### config.mk
export PLATFORM = sky130hd
export DESIGN_NAME = pipa_moding_sequencer
export DESIGN_NICKNAME = d
export VERILOG_FILES = /design/src/rtl/pipa_moding_sequencer.sv
export SDC_FILE = /design/constraint.sdc
export NUM_CORES = 1
export LEC_CHECK = 0
export CAP_MARGIN = 10
export CORE_UTILIZATION = 59
export DETAILED_ROUTE_END_ITERATION = 10
export DONT_BUFFER_PORTS = 1
export PLACE_DENSITY = 0.78
export SYNTH_ARGS = -nofsm -noshare
export SYNTH_HDL_FRONTEND = slang
export SYNTH_SLANG_ARGS = --single-unit
### constraint.sdc
create_clock -name SIM_CLK -period 4.18 [get_ports SIM_CLK]
set_clock_uncertainty 0.05 [all_clocks]
set_input_delay 0.418 -clock SIM_CLK [delete_from_list [all_inputs] [get_ports SIM_CLK]]
set_output_delay 0.418 -clock SIM_CLK [all_outputs]
set_load 0.05 [all_outputs]
### src/rtl/pipa_moding_sequencer.sv
// PIPA pulse scheduler: per-axis 3-3 / 4-2 / 2-4 frame moding locked to the AGC PIPASW/PIPDAT strobes.
// Optional build macro PIPA_FAIL_INJECT_EN adds fail_inj / fail_seen for PIPA-fail exercising.
module pipa_moding_sequencer #(
    parameter int RATE_W = 12,
    parameter int THRESH = 1024,
    parameter int CNT_W  = 16
) (
    input  logic              SIM_CLK,
    input  logic              SIM_RST,
    input  logic              PIPASW,
    input  logic              PIPDAT,
    input  logic              run,
    input  logic [RATE_W-1:0] rate_x,
    input  logic [RATE_W-1:0] rate_y,
    input  logic [RATE_W-1:0] rate_z,
    input  logic              cnt_clr,
`ifdef PIPA_FAIL_INJECT_EN
    input  logic [2:0]        fail_inj,
    output logic [2:0]        fail_seen,
`endif
    output logic              PIPAXp,
    output logic              PIPAXm,
    output logic              PIPAYp,
    output logic              PIPAYm,
    output logic              PIPAZp,
    output logic              PIPAZm,
    output logic [2:0]        slot,
    output logic              frame_stb,
    output logic [CNT_W-1:0]  net_x,
    output logic [CNT_W-1:0]  net_y,
    output logic [CNT_W-1:0]  net_z,
    output logic [2:0]        ovr
);

    // Per-axis frame mode (one small state machine per axis, advanced on the slot wrap):
    // state   | meaning
    // MODE_33 | 3 plus slots then 3 minus slots, zero net
    // MODE_42 | 4 plus slots then 2 minus slots, net +2
    // MODE_24 | 2 plus slots then 4 minus slots, net -2
    typedef enum logic [1:0] {
        MODE_33 = 2'd0,
        MODE_42 = 2'd1,
        MODE_24 = 2'd2
    } mode_e;

    localparam int ACC_W     = RATE_W + 2;
    localparam int ACC_LIM_I = 2 * THRESH - 1;
    localparam logic signed [ACC_W-1:0] THR_S   = ACC_W'(THRESH);
    localparam logic signed [ACC_W-1:0] ACC_MAX = ACC_W'(ACC_LIM_I);
    localparam logic signed [ACC_W-1:0] ACC_MIN = -ACC_MAX;
    localparam logic [2:0]              LAST_SLOT = 3'd5;

    logic                    pipasw_q, pipasw_d;
    logic                    pipdat_q, pipdat_d;
    logic [2:0]              slot_q, slot_d;
    logic                    frame_stb_q, frame_stb_d;
    mode_e                   mode_q [3];
    mode_e                   mode_d [3];
    logic signed [ACC_W-1:0] acc_q [3];
    logic signed [ACC_W-1:0] acc_d [3];
    logic [CNT_W-1:0]        net_q [3];
    logic [CNT_W-1:0]        net_d [3];
    logic [2:0]              ovr_q, ovr_d;

    logic                    sw_rise, dat_rise, wrap;
    logic [RATE_W-1:0]       rate_a [3];
    logic signed [ACC_W-1:0] sum_a [3];
    logic signed [ACC_W-1:0] adj_a [3];
    logic [2:0]              plus_a [3];
    logic [2:0]              ap, am, fail_a;

    assign rate_a[0] = rate_x;
    assign rate_a[1] = rate_y;
    assign rate_a[2] = rate_z;

`ifdef PIPA_FAIL_INJECT_EN
    logic [2:0] fail_seen_q, fail_seen_d;

    assign fail_a = fail_inj;

    always_comb begin
        fail_seen_d = fail_seen_q | (fail_inj & {3{PIPDAT}});
        if (cnt_clr) begin
            fail_seen_d = 3'b000;
        end
    end

    always_ff @(posedge SIM_CLK) begin
        if (SIM_RST) begin
            fail_seen_q <= 3'b000;
        end else begin
            fail_seen_q <= fail_seen_d;
        end
    end

    assign fail_seen = fail_seen_q;
`else
    assign fail_a = 3'b000;
`endif

    // Pulse decode: registered slot/mode, live PIPDAT gate.
    always_comb begin
        for (int i = 0; i < 3; i++) begin
            plus_a[i] = 3'd3;
            case (mode_q[i])
                MODE_42: plus_a[i] = 3'd4;
                MODE_24: plus_a[i] = 3'd2;
                default: plus_a[i] = 3'd3;
            endcase
            ap[i] = PIPDAT & ((slot_q <  plus_a[i]) | fail_a[i]);
            am[i] = PIPDAT & ((slot_q >= plus_a[i]) | fail_a[i]);
        end
    end

    always_comb begin
        pipasw_d    = PIPASW;
        pipdat_d    = PIPDAT;
        sw_rise     = PIPASW & ~pipasw_q;
        dat_rise    = PIPDAT & ~pipdat_q;
        wrap        = sw_rise & (slot_q == LAST_SLOT);
        frame_stb_d = wrap;
        slot_d      = slot_q;
        if (sw_rise) begin
            slot_d = wrap ? 3'd0 : slot_q + 3'd1;
        end
        ovr_d = ovr_q;

        for (int i = 0; i < 3; i++) begin
            mode_d[i] = mode_q[i];
            acc_d[i]  = acc_q[i];
            net_d[i]  = net_q[i];
            sum_a[i]  = acc_q[i] + ACC_W'(signed'(rate_a[i]));
            adj_a[i]  = sum_a[i];

            if (wrap && run) begin
                mode_d[i] = MODE_33;
                if (sum_a[i] >= THR_S) begin
                    mode_d[i] = MODE_42;
                    adj_a[i]  = sum_a[i] - THR_S;
                end else if (sum_a[i] <= -THR_S) begin
                    mode_d[i] = MODE_24;
                    adj_a[i]  = sum_a[i] + THR_S;
                end
                if (adj_a[i] > ACC_MAX) begin
                    acc_d[i] = ACC_MAX;
                    ovr_d[i] = 1'b1;
                end else if (adj_a[i] < ACC_MIN) begin
                    acc_d[i] = ACC_MIN;
                    ovr_d[i] = 1'b1;
                end else begin
                    acc_d[i] = adj_a[i];
                end
            end else if (wrap) begin
                mode_d[i] = MODE_33;
            end

            // Counting uses this cycle's decode, i.e. the pre-increment slot.
            if (cnt_clr) begin
                net_d[i] = '0;
            end else if (dat_rise && !fail_a[i]) begin
                if (ap[i]) begin
                    net_d[i] = net_q[i] + CNT_W'(1);
                end else if (am[i]) begin
                    net_d[i] = net_q[i] - CNT_W'(1);
                end
            end
        end

        if (cnt_clr) begin
            ovr_d = 3'b000;
        end
    end

    always_ff @(posedge SIM_CLK) begin
        if (SIM_RST) begin
            pipasw_q    <= 1'b0;
            pipdat_q    <= 1'b0;
            slot_q      <= 3'd0;
            frame_stb_q <= 1'b0;
            ovr_q       <= 3'b000;
            for (int i = 0; i < 3; i++) begin
                mode_q[i] <= MODE_33;
                acc_q[i]  <= '0;
                net_q[i]  <= '0;
            end
        end else begin
            pipasw_q    <= pipasw_d;
            pipdat_q    <= pipdat_d;
            slot_q      <= slot_d;
            frame_stb_q <= frame_stb_d;
            ovr_q       <= ovr_d;
            for (int i = 0; i < 3; i++) begin
                mode_q[i] <= mode_d[i];
                acc_q[i]  <= acc_d[i];
                net_q[i]  <= net_d[i];
            end
        end
    end

    assign PIPAXp    = ap[0];
    assign PIPAXm    = am[0];
    assign PIPAYp    = ap[1];
    assign PIPAYm    = am[1];
    assign PIPAZp    = ap[2];
    assign PIPAZm    = am[2];
    assign slot      = slot_q;
    assign frame_stb = frame_stb_q;
    assign net_x     = net_q[0];
    assign net_y     = net_q[1];
    assign net_z     = net_q[2];
    assign ovr       = ovr_q;

endmodule
Word level (Yosys, flattened, before mapping)
Memory sizes are Yosys's and may differ from the RTL's.
Cells that the tools add are included.
- RAM bits: 96
- input port bits: 42
- output and inout port bits: 61
- flip-flop bits (word level): 9
- word-level logic and storage cells: 143
- memories: 3
- bitwise logic cells: 20
- magnitude comparators: 18
- $add $sub $neg: 16
- reductions and logical operators: 8
- eq/ne operators: 7
- multiplexer cells: 64
- memories (memory ; words ; width ; read ports ; clocked after memory_dff ; write ports ; line ; text):
    net_q ; 3 ; 16 ; 3 ; 0 ; 3 ; 61 ; logic [CNT_W-1:0] net_q [3];
    acc_q ; 3 ; 14 ; 3 ; 0 ; 3 ; 59 ; logic signed [ACC_W-1:0] acc_q [3];
    mode_q ; 3 ; 2 ; 3 ; 0 ; 3 ; 57 ; mode_e mode_q [3];
- operators by type and width (cell ; count):
    14-bit two-way mux ; 21
    16-bit two-way mux ; 15
    16-bit by 1-bit adder with 16-bit output, second input constant ; 3
    16-bit by 1-bit subtractor with 16-bit output, second input constant ; 3
    14-bit by 12-bit adder with 14-bit output ; 3
    14-bit by 12-bit adder with 14-bit output, second input constant ; 3
    14-bit by 12-bit >= comparator with 1-bit output, second input constant ; 3
    14-bit by 12-bit greater-than comparator with 1-bit output, second input constant ; 3
    14-bit by 11-bit <= comparator with 1-bit output, second input constant ; 3
    14-bit by 12-bit less-than comparator with 1-bit output, second input constant ; 3
    14-bit by 12-bit subtractor with 14-bit output, second input constant ; 3
    2-bit two-way mux ; 15
    3-bit one-hot mux with 2 select lines ; 3
    1-bit AND ; 9
    3-bit >= comparator ; 3
    3-bit less-than comparator ; 3
    1-bit two-way mux ; 9
    1-bit bitwise OR ; 9
    2-bit by 1-bit equality test with 1-bit output, second input constant ; 3
    2-bit equality test, second input constant ; 3
    2-bit AND reduction ; 3
    2-bit nonzero test ; 3
    3-bit by 1-bit adder with 3-bit output, second input constant ; 1
    3-bit equality test, second input constant ; 1
    4 further kinds ; 5

Logic depth before layout (Yosys ltp)
An unclocked memory read counts as a cell.
- depth after elaboration: 11
- gate-level depth with buffers: 19
- gate-level depth less buffers: 19

Worst setup path before layout
OpenSTA, ideal clock, no wires.
- path type: reg-to-reg
- start point: register slot_q[1] (netlist: slot[1])
- end point: memory net_q[1][14] (netlist: net_q[0][30])
- arrival time: 4334 ps
- path buffers: 0
- cell stages (with the launch flop): 16
- slack: -325 ps
- required time: 4008 ps
- path through: dfxtp_1 -> ha_1 -> a21o_1 -> a21oi_1 -> nand2_1 -> fa_1 -> a21o_1 -> a21oi_1 -> o21ai_0 -> a21oi_1 -> nor2b_1 -> o21a_1 -> o31a_1 -> o41ai_1 -> o21ai_0 -> a221o_1
- RTL lines (element ; line ; text):
    from (decl) ; 55 ; logic [2:0] slot_q, slot_d;
    from (signal assigned) ; 189 ; slot_q <= slot_d;
    to (decl) ; 61 ;

==> out/results.ini <==
[run_status]
outcome=finished, final reports clean

[pwr]
p_seq_share_pct=44.0
pwr-share-comb_pct=22.7
clkPwrFrac_pct=33.4
power_density_mw_per_mm2=263
switchingPower_uw=842
intPower_uw=1680
design_power_total_uw=2520
leakage_uw=0.00411
ir_drop_uv=205
sw_frac_of_total_pct=33.4

[final_layout]
antenna_cells=0
final_nets=1259
drive_above_1_share_pct=13.1
fillCellCount=1169
design_area_mm2=0.00957
layout.core_utilization_pct=68.2
syn2layout_area_growth_pct=11.8

[setup_path]
endpoint_kind=flop
crit_path_start=acc_q[0][14]$_SDFFE_PP0P_
reg2reg_slack_ps=240
ff2ff_path_depth=17
cp_data_required_time_ps=4400
path_max_fanout=5
r2r-end=acc_q[0][18]$_SDFFE_PP0P_
r2r_start=acc_q[0][14]$_SDFFE_PP0P_
crit_end=acc_q[0][18]$_SDFFE_PP0P_
path_class=flop to flop
critPathLaunchType=flop
worst_ep_arrival_time_ps=4160

[timing]
slew_violations=0
fin_ws_ps=237
setup_violations=0
slew_headroom_pct=25.8
fin_tns_setup_ps=0
hold_viol=0
period_needed_ps=3940
clock.fmax_mhz=254
fin_crit_sh_pct=94.3
worst_pin_slew_ps=1110

[placement]
place_area_mm2=0.00912
io_buffers=0
dp.final_hpwl_mm=14.9
detailedPlace.worstSlack_ps=86.7
place_congestion=0.899

[detailed_routing]
drt_iter0_markers=468
wl_mm=20.1
routedWlPerCell_um=15.5
drc=0
wl_met2_mm=9.37
dr_total_vias=7905
dr_wl_met3_mm=1.02
drtPass1Iterations=5
via_per_inst=6.10
postRouteAntennaNets=0
wl_met1_mm=9.35
top_layer_used=met4

[min_path]
hp-class=input port to flop

[die]
initial_core_util_pct=61.0
die_x_um=122
die_area_mm2=0.0150
io_pins=103
fp-row-count=43
fp.dieH_um=122
coreArea_mm2=0.0140

[synthesis]
syn_inst=1070
synthTopCellsByArea=dfxtp_1 25%, ha_1 15%, a21oi_1 5.7%
synth_seq_area_share_pct=24.6
syn_area_per_cell_um2=8.00
synth-edff-count=0
ys_seq_elements=105
yosysTopAreaCellShare_pct=24.6
ys_warn_count=0
synth_top_cell_by_area=dfxtp_1
syn_nets=1219
synthArstFlopShare_pct=0
yosys_most_used_dff=dfxtp_1
syn-cell-area_mm2=0.00856
synth_cell_types=78

[grt]
grt_usage_pct=26.6
overflow=0
antenna_found_initial=0
grt_pass1_wl_mm=32.5
grt_max_degree=48
grt_pass1_vias=7118

[clock_network]
cts_sinks=105
path_clk_slew_ps=80
clockRootBuffer=clkbuf_16
numCtsBuffers=9
cts_tree=built
clock_latency_ps=360
clockBufferDepth=2
h-tree-depth=3

[flow_run]
maxCapViolCount=0

[metal layers]
metal	global-route usage [%]	vias up
met1	34.5	3669
met2	44.1	166
met3	5.86	29
li1	-	4041
met5	0	-
met4	8.00	0
[how the worst min path moves through the flow]
stage / startpoint / endpoint / slack (ps) / cells past startpoint
3_5_place_dp: acc_q[0][11]$_SDFFE_PP0P_ / acc_q[0][11]$_SDFFE_PP0P_ / 410 / 1
5_1_grt: SIM_RST / pipdat_q$_SDFF_PP0_ / 60 / 1
3_3_place_gp: acc_q[0][25]$_SDFFE_PP0P_ / acc_q[0][25]$_SDFFE_PP0P_ / 400 / 1
6_report: SIM_RST / pipdat_q$_SDFF_PP0_ / 70 / 1
2_1_floorplan: acc_q[0][2]$_SDFFE_PP0P_ / acc_q[0][2]$_SDFFE_PP0P_ / 390 / 2
4_1_cts: SIM_RST / pipdat_q$_SDFF_PP0_ / 60 / 1
[registers in the layout, summed over array words and instances, names as in the netlist]
register / flops
ovr: 3
acc_q: 42
pipasw_q: 1
pipdat_q: 1
mode_q: 6
net_q: 48
slot: 3
frame_stb: 1
[placed cells by master (no fill, tap or decap), types with 6 or more instances in the layout]
master     Yosys  layout
o21bai_1      10       9
a21oi_1       98      87
fa_1           6       6
o21ai_0       32      32
o31a_1         7       7
nor2_1        95      95
nand4_1        7       7
nor4_1        10       9
dfxtp_1      105     102
xor2_1        19      19
o21a_1        27      27
xnor2_1       49      49
nor3_1        25      25
o21ai_1        8       8
and3_1         7       7
nand2_1      114     110
nand2b_1      19      19
o221a_2        8       8
a21oi_2        2      13
ha_1         101     100
nor2b_1       12      11
inv_1         50      50
or3_1         13      13
a311oi_1      10      10
buf_4          0      60
o211ai_1      12      12
a211oi_1      20      16
clkbuf_16      0       9
o41ai_2        1       6
nand3_1       28      28
a21o_1        28      27
and2_1         8       7
[metrics by stage]
step	hold WS, ps	std cells
after CTS	57.8	1292
after detailed placement	409	1276
final	67.0	1295
after global placement	400	1276
after floorplan	387	1070
after global routing	58.8	1295
[cell families (layout without fill, tap and decap cells)]
family	after synthesis	count (layout)	share of synthesized area, %
adders and majority gates	107	107	16.2
and+or+nand+nor	365	365	20.4
xor gates and xnor gates	70	70	7.34
muxes	6	6	0.716
buffers and inverters	83	128	3.64
AOI/OAI and AO/OA	334	334	27.2
DFF	105	105	24.6
[cells in the mapped netlist, types with 5 or more instances]
cell type	n
o22ai_1	5
o21a_1	27
nand3b_1	5
o31a_1	7
nor2_1	95
mux2i_1	5
and3_1	7
xor2_1	19
a311oi_1	10
a22o_1	5
a32oi_1	5
nand4_1	7
dfxtp_1	105
o21ai_0	32
a211oi_1	20
nand3_1	28
inv_1	50
xnor2_1	49
nor2b_1	12
or3_1	13
a31oi_1	5
a21o_1	28
o21ai_1	8
fa_1	6
a21oi_1	98
nand2_1	114
nor3_1	25
o211ai_1	12
and2_1	8
nand2b_1	19
a211o_1	5
buf_1	6
o21bai_1	10
ha_1	101
clkbuf_1	25
o221a_2	8
o41ai_1	9
or4_1	5
nor4_1	10
[area by class of cell]
| cell class | instances | area, um2 | area share (%) |
|---|---|---|---|
| sequential | 105 | 2110 | 22.0 |
| clock buffer | 9 | 225 | 2.35 |
| inverter | 52 | 195 | 2.04 |
| multi-input combinational | 882 | 6310 | 65.9 |
| clock inverter | 7 | 58.8 | 0.614 |
| tap | 180 | 225 | 2.35 |
| timing repair buffer | 60 | 450 | 4.70 |
[power groups by stage]
stage	registers [uW]	clock network [uW]	logic [uW]
finish	1110	842	572
global route	1110	907	635
CTS	1110	861	551
detailed placement	1130	0	546
global placement	1130	0	535
floorplan	1130	0	414
[worst max-delay path: stages (launching register included)]
cell	delay, ps
dfxtp_1	340
ha_1	170
inv_1	50
fa_1	390
nor2b_1	180
o31a_1	210
o2111ai_1	220
nand2_1	130
xnor2_1	140
inv_1	170
ha_1	250
inv_1	100
nor3_4	60
nor4_1	290
o32a_1	310
a31o_4	190
or3b_1	350
a311oi_1	250
[timing repair]
action	CTS	global route
hold buffers	0	0
gates resized for setup	1	30
pin swaps	0	10
setup endpoints to repair	1	28
cloned	0	0
setup buffers	0	3
Note: power is estimated with default switching activity, not from simulation.
